File: src/rtl/uart_frame_ctrl.sv
// uart_frame_ctrl: hunts for SYNC_WORD, reads a length word, forwards indexed payload words and
// reports per-frame done/error. Define UART_FRAME_CHECKSUM_EN to require a trailing checksum word.
module uart_frame_ctrl #(
    parameter int               WIDTH          = 16,
    parameter logic [WIDTH-1:0] SYNC_WORD      = 16'hA55A,
    parameter int               MAX_LEN        = 64,
    parameter int               TIMEOUT_CYCLES = 2_000_000
) (
    input  logic                         clk_in,
    input  logic                         rst_in,
    input  logic                         rx_valid_in,
    input  logic [WIDTH-1:0]             rx_data_in,
    output logic                         word_valid_out,
    output logic [WIDTH-1:0]             word_data_out,
    output logic [$clog2(MAX_LEN)-1:0]   word_index_out,
    output logic [$clog2(MAX_LEN+1)-1:0] frame_len_out,
    output logic                         frame_done_out,
    output logic                         frame_err_out,
    output logic [1:0]                   err_code_out,
    output logic                         busy_out
);

    localparam int IDX_W = $clog2(MAX_LEN);
    localparam int LEN_W = $clog2(MAX_LEN + 1);
    localparam int TMO_W = $clog2(TIMEOUT_CYCLES + 1);

    localparam logic [WIDTH-1:0] MAX_LEN_W   = WIDTH'(MAX_LEN);
    localparam logic [TMO_W-1:0] TMO_LAST    = TMO_W'(TIMEOUT_CYCLES - 1);
    localparam logic [1:0]       ERR_TIMEOUT = 2'd1;
    localparam logic [1:0]       ERR_LEN     = 2'd2;
`ifdef UART_FRAME_CHECKSUM_EN
    localparam logic [1:0]       ERR_SUM     = 2'd3;
`endif

    typedef enum logic [1:0] {HUNT, LEN, PAYLOAD, CHECK} state_t;

    state_t           state_reg;
    logic [TMO_W-1:0] tmo_cnt_reg;
    logic [IDX_W-1:0] idx_reg;
`ifdef UART_FRAME_CHECKSUM_EN
    logic [WIDTH-1:0] sum_reg;
`else
    logic             done_pend_reg;
`endif

    logic timeout_hit;
    logic last_word;
    logic len_ok;

    // A word arriving on the boundary cycle takes priority over the timeout.
    assign timeout_hit = (state_reg != HUNT) && !rx_valid_in && (tmo_cnt_reg == TMO_LAST);
    assign last_word   = (LEN_W'(idx_reg) + LEN_W'(1)) == frame_len_out;
    assign len_ok      = (rx_data_in != '0) && (rx_data_in <= MAX_LEN_W);

    always_ff @(posedge clk_in or posedge rst_in) begin
        if (rst_in) begin
            state_reg      <= HUNT;
            tmo_cnt_reg    <= '0;
            idx_reg        <= '0;
            word_valid_out <= 1'b0;
            word_data_out  <= '0;
            word_index_out <= '0;
            frame_len_out  <= '0;
            frame_done_out <= 1'b0;
            frame_err_out  <= 1'b0;
            err_code_out   <= '0;
            busy_out       <= 1'b0;
`ifdef UART_FRAME_CHECKSUM_EN
            sum_reg        <= '0;
`else
            done_pend_reg  <= 1'b0;
`endif
        end else begin
            word_valid_out <= 1'b0;
            frame_err_out  <= 1'b0;
`ifdef UART_FRAME_CHECKSUM_EN
            frame_done_out <= 1'b0;
`else
            // Done trails the last payload pulse by one cycle; the FSM is already back in HUNT.
            frame_done_out <= done_pend_reg;
            done_pend_reg  <= 1'b0;
            if (done_pend_reg) begin
                err_code_out <= '0;
            end
`endif
            if (state_reg == HUNT || rx_valid_in) begin
                tmo_cnt_reg <= '0;
            end else begin
                tmo_cnt_reg <= tmo_cnt_reg + TMO_W'(1);
            end

            if (timeout_hit) begin
                frame_err_out <= 1'b1;
                err_code_out  <= ERR_TIMEOUT;
                state_reg     <= HUNT;
                busy_out      <= 1'b0;
            end else if (rx_valid_in) begin
                case (state_reg)
                    HUNT: begin
                        if (rx_data_in == SYNC_WORD) begin
                            state_reg <= LEN;
                            busy_out  <= 1'b1;
                        end
                    end
                    LEN: begin
                        if (len_ok) begin
                            frame_len_out <= LEN_W'(rx_data_in);
                            idx_reg       <= '0;
`ifdef UART_FRAME_CHECKSUM_EN
                            sum_reg       <= rx_data_in;
`endif
                            state_reg     <= PAYLOAD;
                        end else begin
                            frame_err_out <= 1'b1;
                            err_code_out  <= ERR_LEN;
                            state_reg     <= HUNT;
                            busy_out      <= 1'b0;
                        end
                    end
                    PAYLOAD: begin
                        word_valid_out <= 1'b1;
                        word_data_out  <= rx_data_in;
                        word_index_out <= idx_reg;
                        idx_reg        <= idx_reg + IDX_W'(1);
`ifdef UART_FRAME_CHECKSUM_EN
                        sum_reg        <= sum_reg + rx_data_in;
                        if (last_word) begin
                            state_reg <= CHECK;
                        end
`else
                        if (last_word) begin
                            state_reg     <= HUNT;
                            busy_out      <= 1'b0;
                            done_pend_reg <= 1'b1;
                        end
`endif
                    end
`ifdef UART_FRAME_CHECKSUM_EN
                    CHECK: begin
                        state_reg <= HUNT;
                        busy_out  <= 1'b0;
                        if (rx_data_in == sum_reg) begin
                            frame_done_out <= 1'b1;
                            err_code_out   <= '0;
                        end else begin
                            frame_err_out <= 1'b1;
                            err_code_out  <= ERR_SUM;
                        end
                    end
`endif
                    default: begin
                        state_reg <= HUNT;
                        busy_out  <= 1'b0;
                    end
                endcase
            end
        end
    end

endmodule

File: config.mk
export PLATFORM = sky130hd
export DESIGN_NAME = uart_frame_ctrl
export DESIGN_NICKNAME = d
export VERILOG_FILES = /design/src/rtl/uart_frame_ctrl.sv
export SDC_FILE = /design/constraint.sdc
export NUM_CORES = 1
export LEC_CHECK = 0
export BUFFER_PORTS_ARGS = -buffer_cell sky130_fd_sc_hd__buf_2
export CAP_MARGIN = 20
export CORE_UTILIZATION = 55
export CTS_CLUSTER_DIAMETER = 100
export DETAILED_ROUTE_END_ITERATION = 8
export GPL_ROUTABILITY_DRIVEN = 0
export GPL_TIMING_DRIVEN = 0
export MAX_ROUTING_LAYER = met4
export PLACE_DENSITY = 0.75
export RECOVER_POWER = 50
export SLEW_MARGIN = 15
export SYNTH_ARGS = -nofsm -noshare
export SYNTH_HDL_FRONTEND = slang
export SYNTH_SLANG_ARGS = --single-unit
File: constraint.sdc
create_clock -name clk_in -period 3.15 [get_ports clk_in]
set_input_delay 0.63 -clock clk_in [delete_from_list [all_inputs] [get_ports clk_in]]
set_output_delay 0.63 -clock clk_in [all_outputs]
set_load 0.05 [all_outputs]
* After elaboration in Yosys (flattened, before gate mapping)
Cells that the tools add are included.
Widths: inputs -> output; s select.
** Storage, ports and cells
- Register bits :: 65
- Output and inout bits :: 35
- Logic and storage cells :: 72
** Cells by class
- Add/subtract/negate cells :: 3
- Order comparisons :: 1
- Eq/ne operators :: 9
- Muxes and demuxes :: 31
- Bitwise operators :: 1
- Reduce and logical (&&, ||, !) cells :: 15
** Operators by type and width (number)
- $add 21x1->21 const B :: 1
- $eq 21x21->1 const B :: 1
- $mux 21 :: 1
- $mux 2 :: 10
- $eq 16x16->1 const B :: 1
- $le 16x7->1 const B :: 1
- $mux 1 :: 16
- $reduce_bool 16->1 :: 1
- $pmux 6 s2 :: 1
- $reduce_and 4->1 :: 3
- $add 6x1->7 const B :: 1
- $eq 7x7->1 :: 1
- $add 6x1->6 const B :: 1
- $mux 6 :: 1
- $ne 3x3->1 const B :: 2
- $pmux 2 s3 :: 1
- $reduce_and 3->1 :: 2
- $reduce_bool 2->1 :: 3
- $logic_and 1x1->1 :: 3
- $ne 3x2->1 const B :: 1
- $pmux 1 s3 :: 1
- $eq 2x1->1 const B :: 1
- $eq 2x2->1 const B :: 1
- $logic_not 2->1 :: 1
- other kinds (4) :: 4

* Depth between registers and ports, before layout
Gate-level depths: netlist of run 1.
- Depth after elaboration :: 6
- Depth in mapped cells :: 7
- Depth with buffers taken out :: 7

* Worst setup path after synthesis of run 1
No wires, ideal clock.
- Path kind :: input port to flip-flop
- From :: input port rx_data_in[0]
- To :: register frame_len_out[0]
- Data arrival time :: 1.948 ns
- Data required time :: 3.025 ns
- Setup slack :: 1.077 ns
- Stages on the path :: 6
- Cell sequence :: nor4_2 > nand3_1 > a21oi_2 > nand3_4 > nor2_8 > mux2_4
** Between the ends
- Longest elaborated chain between the ends :: 3
- Elaborated cells between the ends (all ways) :: 4
- Those cells by class :: 1 x order compare; 3 x reduce/logical
** RTL lines
- from (decl) :: RTL line 12 : input logic [WIDTH-1:0] rx_data_in,
- $le 16x7->1 or $reduce_bool 16->1 (tied branches) :: RTL line 53 : assign len_ok = (rx_data_in != '0) && (rx_data_in <= MAX_LEN_W);
- $logic_and 1x1->1 :: RTL line 53
- $reduce_and 4->1 (no line)
- to (signal assigned) :: RTL line 107 : frame_len_out <= LEN_W'(rx_data_in);
- to (decl) :: RTL line 16 : output logic [$clog2(MAX_LEN+1)-1:0] frame_len_out,
Parallel ways exist; a longest one is shown, timed or not.
A chain may end at the register's enable or synchronous reset.

* Final worst setup path of run 1
Ends and elaborated chain as after synthesis.

==> key figures, run 1 <==
Run status
  • Status: complete, no violations

Global route
  • Pin count of the biggest net entering global routing: 39
  • First-pass GRT wire length: 11130 µm
  • Antenna violations before repair: 0
  • Number of global-route vias before repair: 2300
  • Gr ovfl total: 0
  • Tot GR Track Use: 0.2529

Clock tree
  • Number of CTS-inserted buffers: 9
  • CTS tree: yes
  • CTS Sinks: 65
  • CTS Hold Bufs: 0
  • Clock slew at reported path FFs: 70 ps
  • Clock latency on the worst-skew pair: 340 ps
  • Post-CTS sizing: 0
  • CTS root buf: clkbuf_8
  • Post-CTS setup buffer count: 0
  • Clock buffer depth: 2
  • H-tree depth: 3

Placed design
  • Cell Area, Placed: 0.003441 mm²
  • Worst slack, placed: 665.3 ps
  • Post-DP HPWL: 4490 µm
  • Placed Cells incl. Taps: 441
  • # port buffers: 52

Synthesis
  • FF+latch count, synth: 65
  • Post-synthesis sequential area ratio: 0.5297
  • Mapped cell area: 0.003070 mm²
  • Synth Area per Inst: 9.655 µm²
  • Synth warn: 0
  • Post-synth EDFFs: 0
  • Asr flop ratio synth: 1.000
  • Synthesized Nets: 339
  • Post-synth cell types: 49
  • Post-Synth XOR/XNOR Area: 0.06846
  • Post-Synth Simple-Gate Area: 0.2677
  • Adder-cell share of the synthesized area: 0.008150
  • Top FF cell, synth: dfrtp_1
  • Synthesized instance count: 318
  • Largest family of logic cells by synthesized area: simple AND/OR/NAND/NOR gates
  • Compound-Gate Fraction of Synth Area: 0.06153
  • Mux contribution to synthesized area: 0.03749

STA
  • Final WS setup: 1023 ps
  • RSZ-0062 raised after global routing: no
  • Final period util: 0.6754
  • Crit path time final: 2127 ps
  • Max_slew headroom: 0.1971
  • Setup TNS Final: 0 ps
  • Worst hold slack: 391.8 ps
  • Least-Margin Pin Slew: 1198 ps
  • Clk_skew: 4.836 ps
  • Final Max Tran Viols: 0
  • Count of final hold-check violations: 0
  • Final Setup Violations: 0
  • Fmax: 470.1 MHz

Min path
  • Type of the worst min-delay path: register to register
  • Worst hold start: done_pend_reg
  • Worst Hold End: frame_done_out
  • Worst hold path stage count: 0

Route
  • Vias/cell: 5.349
  • Drt first pass iters: 4
  • Post-route ant nets: 0
  • Residual DRC count: 0
  • Final WL: 6350 µm
  • Wire per inst: 13.93 µm
  • DR iter-0 viols: 133
  • Routed vias: 2439

Worst setup path
  • Worst Path Arrival: 2350 ps
  • Crit path required time: 3380 ps
  • Worst r2r src: idx_reg[1]
  • RR Endpoint: busy_out
  • CP Max Fanout: 9
  • Startpoint Class: input port
  • Crit Path Category: input port to register
  • Crit. End Element: register
  • Reg2Reg Depth: 7
  • Reg-to-reg setup timing slack: 1080 ps

Power and ir drop
  • VDD IR max: 0.3231 mV
  • Pleak: 1.759 nW
  • Pwr Total: 1.550 mW
  • PD cells: 431.9 mW/mm²

Floorplan
  • Core Box Area: 0.005238 mm²
  • Die area: 0.005885 mm²
  • Die span in x: 76.72 µm
  • Starting Density: 0.5862
  • Die Span Y: 76.72 µm
  • Ports: 54
  • Site Rows: 26

Cells and area
  • Layout cells sized above 1: 0.1917
  • ANT cells: 0
  • Most frequent cells in the layout: nand2_1, dfrtp_1, buf_2
  • Post-layout util: 0.6851
  • Max reg flops: 21
  • Non-filler cells, final: 456
  • Most common cell after layout, fill and taps aside: nand2_1
  • Area Growth Syn to Fin: 16.87%
  • Final instance area: 0.003588 mm²
  • Final net count: 403

Job
  • Max_cap viols: 0
[area by class of cell]
class	instances	area (µm²)
inverter	5	20.02
timing repair buffer	53	246.5
buffer	14	62.56
clock buffer	9	123.9
clock inverter	6	60.06
tap	70	87.58
multi-input combinational	234	1361
fill	416	1649
sequential	65	1627
[logic make-up after synthesis]
logic type | after synthesis
fa+ha+maj | 2
mux | 8
xor+xnor | 24
flops | 65
buf+inv | 19
compound gates | 29
simple gates | 171
[cells in the mapped netlist (2+ instances only)]
master	number	area, µm²
a21oi_1	8	40.04
and3_1	6	37.54
and4_1	3	26.28
buf_2	8	40.04
clkbuf_1	4	15.01
dfrtp_1	65	1627
ha_1	2	25.02
inv_1	5	18.77
mux2_4	7	105.1
nand2_1	83	311.6
nand2b_1	4	25.02
nand3_1	16	80.08
nand3b_1	2	15.01
nand4_1	6	37.54
nor2_1	27	101.4
nor3_1	7	35.03
nor4_1	3	18.77
o21ai_0	5	25.02
o22ai_1	3	18.77
or3_1	3	18.77
xnor2_1	7	61.31
xor2_1	17	148.9
[per-layer routing]
metal	vias up	track usage	wire, µm	part of all wire
li1	1207	-	-	-
met1	1155	0.3458	3059	0.48
met2	69	0.3607	2945	0.46
met3	8	0.08571	285	0.045
met4	0	0.06731	59	0.0093
met5	-	-	0	0
[power by group]
group / leakage (nW) / switching [mW] / total, mW / internal (mW)
logic: 0.770 / 0.0309 / 0.0430 / 0.0121
clock network: 0.0909 / 0.316 / 0.672 / 0.356
registers: 0.898 / 0.00000170 / 0.834 / 0.834
total: 1.76 / 0.347 / 1.55 / 1.20
[worst max-delay path, cell delays in order]
cell	delay, ps
buf_2	120
nor4_2	410
nand3_1	150
a21oi_2	280
nand3_4	180
nor2_8	250
mux2_4	320
[worst max path at each step]
| stage | depth (start not counted) | endpoint | startpoint | slack (ps) |
|---|---|---|---|---|
| 4_1_cts | 7 | frame_len_out[0] | rx_data_in[0] | 1030 |
| 3_3_place_gp | 2 | word_data_out[11] | rst_in | 120 |
| 2_1_floorplan | 1 | busy_out | rst_in | 890 |
| 3_5_place_dp | 7 | frame_len_out[0] | rx_data_in[0] | 670 |
| 6_report | 7 | frame_len_out[0] | rx_data_in[0] | 1020 |
| 5_1_grt | 3 | state_reg[1] | rst_in | 800 |
Power figures use the tool's default switching activity.
==> inputs of run 2 (changes only) <==
CORE_UTILIZATION = 50   (was 55)
PLACE_DENSITY = 0.71   (was 0.75)
clock period = 1.9 ns   (was 3.15 ns; I/O delays follow)
==> key figures, run 2 (synthesis gave the netlist of run 1 again) <==
Clock tree
  • Number of CTS-inserted buffers: 9 (unchanged)
  • CTS root buf: clkbuf_8 (unchanged)
  • Clock buffer depth: 2 (unchanged)
  • Clock slew at reported path FFs: 70 ps (about the same)
  • H-tree depth: 3 (unchanged)
  • CTS Sinks: 65 (unchanged)
  • Clock latency on the worst-skew pair: 330 ps (was 340 ps)
  • CTS tree: yes (unchanged)

Min path
  • Worst hold path stage count: 3 (was 0)
  • Worst hold start: rx_data_in[9] (was done_pend_reg)
  • Worst Hold End: word_data_out[9] (was frame_done_out)
  • Type of the worst min-delay path: input port to register (was register to register)

Power and ir drop
  • Internal power: 1.945 mW (was 1.203 mW)
  • PD cells: 680.4 mW/mm² (was 431.9 mW/mm²)
  • Pwr Total: 2.494 mW (was 1.550 mW)
  • VDD IR max: 0.3359 mV (was 0.3231 mV)
  • Sw frac: 0.2201 (was 0.2240)
  • Logic gate share of total power: 0.030 (was 0.028)
  • Psw: 548.9 µW (was 347.1 µW)
  • Clk pwr share: 0.415 (was 0.434)
  • Reg power frac: 0.555 (was 0.538)
  • Pleak: 1.796 nW (was 1.759 nW)

Cells and area
  • ANT cells: 0 (unchanged)
  • Post-layout util: 0.6190 (was 0.6851)
  • Layout cells sized above 1: 0.2211 (was 0.1917)
  • Most common cell after layout, fill and taps aside: nand2_1 (unchanged)
  • Final net count: 405 (was 403)
  • Fill cells: 546 (was 416)
  • Area Growth Syn to Fin: 19.36% (was 16.87%)
  • Most frequent cells in the layout: nand2_1, dfrtp_1, buf_2 (unchanged)
  • Max reg flops: 21 (unchanged)
  • Final instance area: 0.003665 mm² (was 0.003588 mm²)

Worst setup path
  • Worst r2r src: idx_reg[1] (unchanged)
  • CP top delay family: compound AO/OA/AOI/OAI gates (was simple AND/OR/NAND/NOR gates)
  • CP peak stage delay: 420 ps (was 410 ps)
  • Reg-to-reg setup timing slack: -20 ps (was 1080 ps)
  • Crit Path Category: register to register (was input port to register)
  • Cells along the critical path: ha_4, nand3_1, o21ai_0, o2111ai_2, nor3_2, o311ai_1, a31o_1 (was buf_2, nor4_2, nand3_1, a21oi_2, nand3_4, nor2_8, mux2_4)
  • Slowest cell on crit path: dfrtp_2 (was nor4_2)
  • Reg2Reg Depth: 7 (unchanged)
  • Worst Path Buf+Inv: 0 (was 1)
  • Crit. End Element: register (unchanged)
  • RR Endpoint: busy_out (unchanged)
  • Worst Path Arrival: 2130 ps (was 2350 ps)
  • Startpoint Class: register (was input port)
  • CP Max Fanout: 6 (was 9)
  • Crit path required time: 2110 ps (was 3380 ps)

STA
  • Final period util: 1.008
  • Final WS setup: -15.31 ps (was 1023 ps)
  • Final Max Tran Viols: 0 (unchanged)
  • RSZ-0062 raised after global routing: yes (was no)
  • Max_slew headroom: 0.1084 (was 0.1971)
  • Least-Margin Pin Slew: 1330 ps (was 1198 ps)
  • Crit path time final: 1915 ps
  • Clk_skew: 8.644 ps (was 4.836 ps)
  • Final Setup Violations: 1 (was 0)
  • Worst hold slack: 273.2 ps (was 391.8 ps)
  • Count of final hold-check violations: 0 (unchanged)
  • Fmax: 522.1 MHz

Floorplan
  • Die span in x: 80.37 µm (was 76.72 µm)
  • Die Span Y: 80.37 µm (was 76.72 µm)
  • Core Box Area: 0.005921 mm² (was 0.005238 mm²)
  • Starting Density: 0.5186 (was 0.5862)
  • Die area: 0.006459 mm² (was 0.005885 mm²)
  • Site Rows: 28 (was 26)
  • Ports: 54 (unchanged)

Route
  • DR iter-0 viols: 134 (was 133)
  • Wire per inst: 14.44 µm (was 13.93 µm)
  • Post-route ant nets: 0 (unchanged)
  • Drt first pass iters: 4 (unchanged)
  • Vias/cell: 5.313 (was 5.349)
  • Residual DRC count: 0 (unchanged)
  • Routed vias: 2465 (was 2439)
  • Final WL: 6700 µm (was 6350 µm)

Global route
  • Tot GR Track Use: 0.2228 (was 0.2529)
  • Number of global-route vias before repair: 2235 (was 2300)
  • Gr ovfl total: 0 (unchanged)
  • Pin count of the biggest net entering global routing: 36 (was 39)
  • Antenna violations before repair: 0 (unchanged)
  • First-pass GRT wire length: 10630 µm (was 11130 µm)

Placed design
  • # port buffers: 52 (unchanged)
  • Post-DP HPWL: 4641 µm (was 4490 µm)
  • Cell Area, Placed: 0.003448 mm² (was 0.003441 mm²)

Job
  • Max_cap viols: 0 (unchanged)

Run status
  • Status: complete, but fails checks (was complete, no violations)
  • Failing checks: negative setup slack
## run 2: layer usage
layer | up-vias | GRT usage | share of wire
met3 | 9 | 0.03636 | 0.032
li1 | 1207 | - | -
met4 | 0 | 0.1018 | 0.016
met2 | 48 | 0.3153 | 0.46
met1 | 1201 | 0.3122 | 0.49
met5 | - | - | 0
## run 2: worst min-delay path, cell delays in order
cell,delay [ps]
buf_2,100
nand2_1,50
nand2_1,50
## run 2: cell type report
| type | count | area (µm²) | share of cell area |
|---|---|---|---|
| Multi-Input combinational cell | 234 | 1418 | 0.3868 |
| Inverter | 5 | 20.02 | 0.005463 |
| Timing Repair Buffer | 55 | 265.3 | 0.07238 |
| Clock buffer | 13 | 158.9 | 0.04336 |
| Clock inverter | 3 | 15.01 | 0.004097 |
| Sequential cell | 65 | 1628 | 0.4442 |
| Tap cell | 75 | 93.84 | 0.02561 |
| Buffer | 14 | 66.31 | 0.01809 |
## run 2: how the worst max path moves through the flow
stage                             start               end  slack (ps)  cells past startpoint
after floorplan           rx_data_in[0]  frame_len_out[0]          80                      6
after global placement    rx_data_in[0]  frame_len_out[3]        -300                      7
after detailed placement  rx_data_in[0]  frame_len_out[1]        -310                      7
after CTS                    idx_reg[1]          busy_out           3                      7
after global routing         idx_reg[1]          busy_out         -50                      7
final                        idx_reg[1]          busy_out         -20                      7
## run 2: power groups by stage
stage                     combinational [mW]  clock, mW  sequential (mW)
after CTS                             0.0777       1.06             1.38
after global placement                0.0722          0             1.41
after global routing                  0.0855       1.12             1.38
final                                 0.0748       1.04             1.38
after floorplan                       0.0332          0             1.41
after detailed placement              0.0776          0             1.41
## run 2: timing repair
item	4_1_cts	5_1_grt
hold buffers	0	0
pin swaps	0	2
resized for setup	4	9
endpoints found under the setup margin	2	31
buffers inserted	0	2
## run 2: per-stage QoR
stage	TNS [ps]	worst slack, ps	std cells
finish	-15.31	-15.31	464
global route	-46.63	-46.63	464
CTS	0	3.336	462
detailed placement	-2583	-313.4	446
global placement	-2332	-297.3	445
floorplan	0	76.99	318
==> inputs of run 3 (changes only) <==
CORE_UTILIZATION = 40   (was 50)
PLACE_DENSITY = 0.59   (was 0.71)
==> key figures, run 3 (synthesis gave the netlist of run 1 again) <==
Floorplan
  • Core Box Area: 0.007331 mm² (was 0.005921 mm²)
  • Site Rows: 31 (was 28)
  • Starting Density: 0.4188 (was 0.5186)
  • Die area: 0.008031 mm² (was 0.006459 mm²)
  • Die span in x: 89.62 µm (was 80.37 µm)
  • Ports: 54 (unchanged)
  • Die Span Y: 89.62 µm (was 80.37 µm)

Worst setup path
  • Crit path required time: 2140 ps (was 2110 ps)
  • CP top delay family: simple AND/OR/NAND/NOR gates (was compound AO/OA/AOI/OAI gates)
  • Startpoint Class: register (unchanged)
  • Crit. End Element: register (unchanged)
  • Worst Path Arrival: 2070 ps (was 2130 ps)
  • Cells along the critical path: or4b_2, nor3_1, nand3_2, nand3b_1, nand2_1 (was ha_4, nand3_1, o21ai_0, o2111ai_2, nor3_2, o311ai_1, a31o_1)
  • CP Max Fanout: 5 (was 6)
  • Worst Path Buf+Inv: 0 (unchanged)
  • Crit Path Category: register to register (unchanged)
  • CP peak stage delay: 680 ps (was 420 ps)
  • Slowest cell on crit path: or4b_2 (was dfrtp_2)

STA
  • Final Setup Violations: 0 (was 1)
  • Final WS setup: 67.81 ps (was -15.31 ps)
  • Fmax: 545.8 MHz (was 522.1 MHz)
  • Count of final hold-check violations: 0 (unchanged)
  • Clk_skew: 12.29 ps (was 8.644 ps)
  • Final period util: 0.9643 (was 1.008)
  • Final Max Tran Viols: 0 (unchanged)
  • RSZ-0062 raised after global routing: yes (unchanged)
  • Crit path time final: 1832 ps (was 1915 ps)
  • Least-Margin Pin Slew: 1357 ps (was 1330 ps)
  • Max_slew headroom: 0.09032 (was 0.1084)

Clock tree
  • CTS Sinks: 65 (unchanged)
  • CTS Hold Bufs: 0 (unchanged)
  • Clock buffer depth: 2 (unchanged)
  • CTS root buf: clkbuf_8 (unchanged)
  • CTS tree: yes (unchanged)
  • Number of CTS-inserted buffers: 9 (unchanged)
  • Clock latency on the worst-skew pair: 350 ps (was 330 ps)
  • Clock slew at reported path FFs: 80 ps (was 70 ps)
  • H-tree depth: 3 (unchanged)

Cells and area
  • Most frequent cells in the layout: nand2_1, dfrtp_1, buf_2 (unchanged)
  • Post-layout util: 0.5084 (was 0.6190)
  • Area Growth Syn to Fin: 21.39% (was 19.36%)
  • Layout cells sized above 1: 0.2134 (was 0.2211)
  • Max reg flops: 21 (unchanged)
  • Fill cells: 707 (was 546)
  • Most common cell after layout, fill and taps aside: nand2_1 (unchanged)
  • Final net count: 405 (unchanged)
  • ANT cells: 0 (unchanged)

Global route
  • Tot GR Track Use: 0.1759 (was 0.2228)
  • First-pass GRT wire length: 10320 µm (was 10630 µm)
  • Number of global-route vias before repair: 2109 (was 2235)
  • Antenna violations before repair: 0 (unchanged)
  • Pin count of the biggest net entering global routing: 35 (was 36)
  • Gr ovfl total: 0 (unchanged)

Route
  • Wire per inst: 13.43 µm (was 14.44 µm)
  • Routed vias: 2422 (was 2465)
  • Drt first pass iters: 4 (unchanged)
  • Final WL: 6555 µm (was 6700 µm)
  • Post-route ant nets: 0 (unchanged)
  • DR iter-0 viols: 142 (was 134)
  • Residual DRC count: 0 (unchanged)
  • Vias/cell: 4.963 (was 5.313)

Run status
  • Status: complete, no violations (was complete, but fails checks)

Power and ir drop
  • PD cells: 739.3 mW/mm² (was 680.4 mW/mm²)
  • Pleak: 1.793 nW (was 1.796 nW)
  • VDD IR max: 0.4218 mV (was 0.3359 mV)

Placed design
  • Post-DP HPWL: 4626 µm (was 4641 µm)
  • Worst slack, placed: -307.0 ps (was -313.4 ps)
  • # port buffers: 52 (unchanged)

Job
  • Max_cap viols: 0 (unchanged)

Min path
  • Type of the worst min-delay path: input port to register (unchanged)
-- run 3: cell count changes in the layout (fill, tap and decap cells not counted), moves of 2 or more --
| cell | previous run | this run |
|---|---|---|
| buf_2 | 46 | 44 |
| bufinv_16 | 0 | 2 |
| clkbuf_8 | 11 | 9 |
| clkinv_2 | 3 | 0 |
| clkinv_4 | 0 | 2 |
| clkinvlp_4 | 0 | 2 |
-- run 3: worst paths after layout --
check	from	to	slack, ps	cells after the start
min in group asynchronous	rst_in	err_code_out[1]	290	2
setup / recovery	tmo_cnt_reg[16]	state_reg[0]	70	5
max in group asynchronous	rst_in	tmo_cnt_reg[9]	460	3
hold reg to reg	done_pend_reg	frame_done_out	390	0
setup reg to reg	tmo_cnt_reg[16]	state_reg[0]	70	5
hold / removal	rx_data_in[14]	word_data_out[14]	230	3
-- run 3: final cells by class --
type                            instances  area (µm²)  share of cell area
Sequential cell                        65        1628              0.4367
Multi-Input combinational cell        234        1406              0.3773
Timing Repair Buffer                   55       262.8             0.07049
Clock buffer                           10       127.6             0.03424
Tap cell                               99       123.9             0.03323
Clock inverter                          6       92.59             0.02484
Buffer                                 14       66.31             0.01779
Inverter                                5       20.02            0.005371
-- run 3: stage by stage --
| step | hold WS (ps) | total power [mW] | setup TNS, ps | cells | cell area (µm²) |
|---|---|---|---|---|---|
| after floorplan | 357.7 | 1.443 | 0 | 318 | 3074 |
| after global placement | 374.9 | 1.484 | -2568 | 469 | 3458 |
| after detailed placement | 380.4 | 1.488 | -2399 | 470 | 3478 |
| after CTS | 149.6 | 2.799 | 0 | 486 | 3722 |
| after global routing | 220.5 | 2.859 | -25.89 | 488 | 3727 |
| final | 233.3 | 2.756 | 0 | 488 | 3727 |
-- run 3: power by group --
part | internal, mW | switching (mW)
registers | 1.38 | 0.00000272
logic | 0.0208 | 0.0524
clock network | 0.743 | 0.557
total | 2.15 | 0.609
-- run 3: what timing repair did --
action | 4_1_cts | 5_1_grt
hold endpoints to repair | 0 | 0
setup buffers | 0 | 2
pin swaps | 0 | 1
resized for setup | 5 | 7
setup endpoints to repair | 2 | 31
-- run 3: layer usage --
metal | share of wire | GRT usage | up-vias
met1 | 0.50 | 0.2481 | 1155
li1 | - | - | 1211
met2 | 0.45 | 0.2466 | 45
met4 | 0.013 | 0.04473 | 0
met3 | 0.037 | 0.05210 | 11
met5 | 0 | - | -
-- run 3: worst register-to-register path, delay by kind of cell (launching register included) --
kind / cells / cell delay (ps)
DFF: 1 / 420
and+or+nand+nor: 5 / 1310
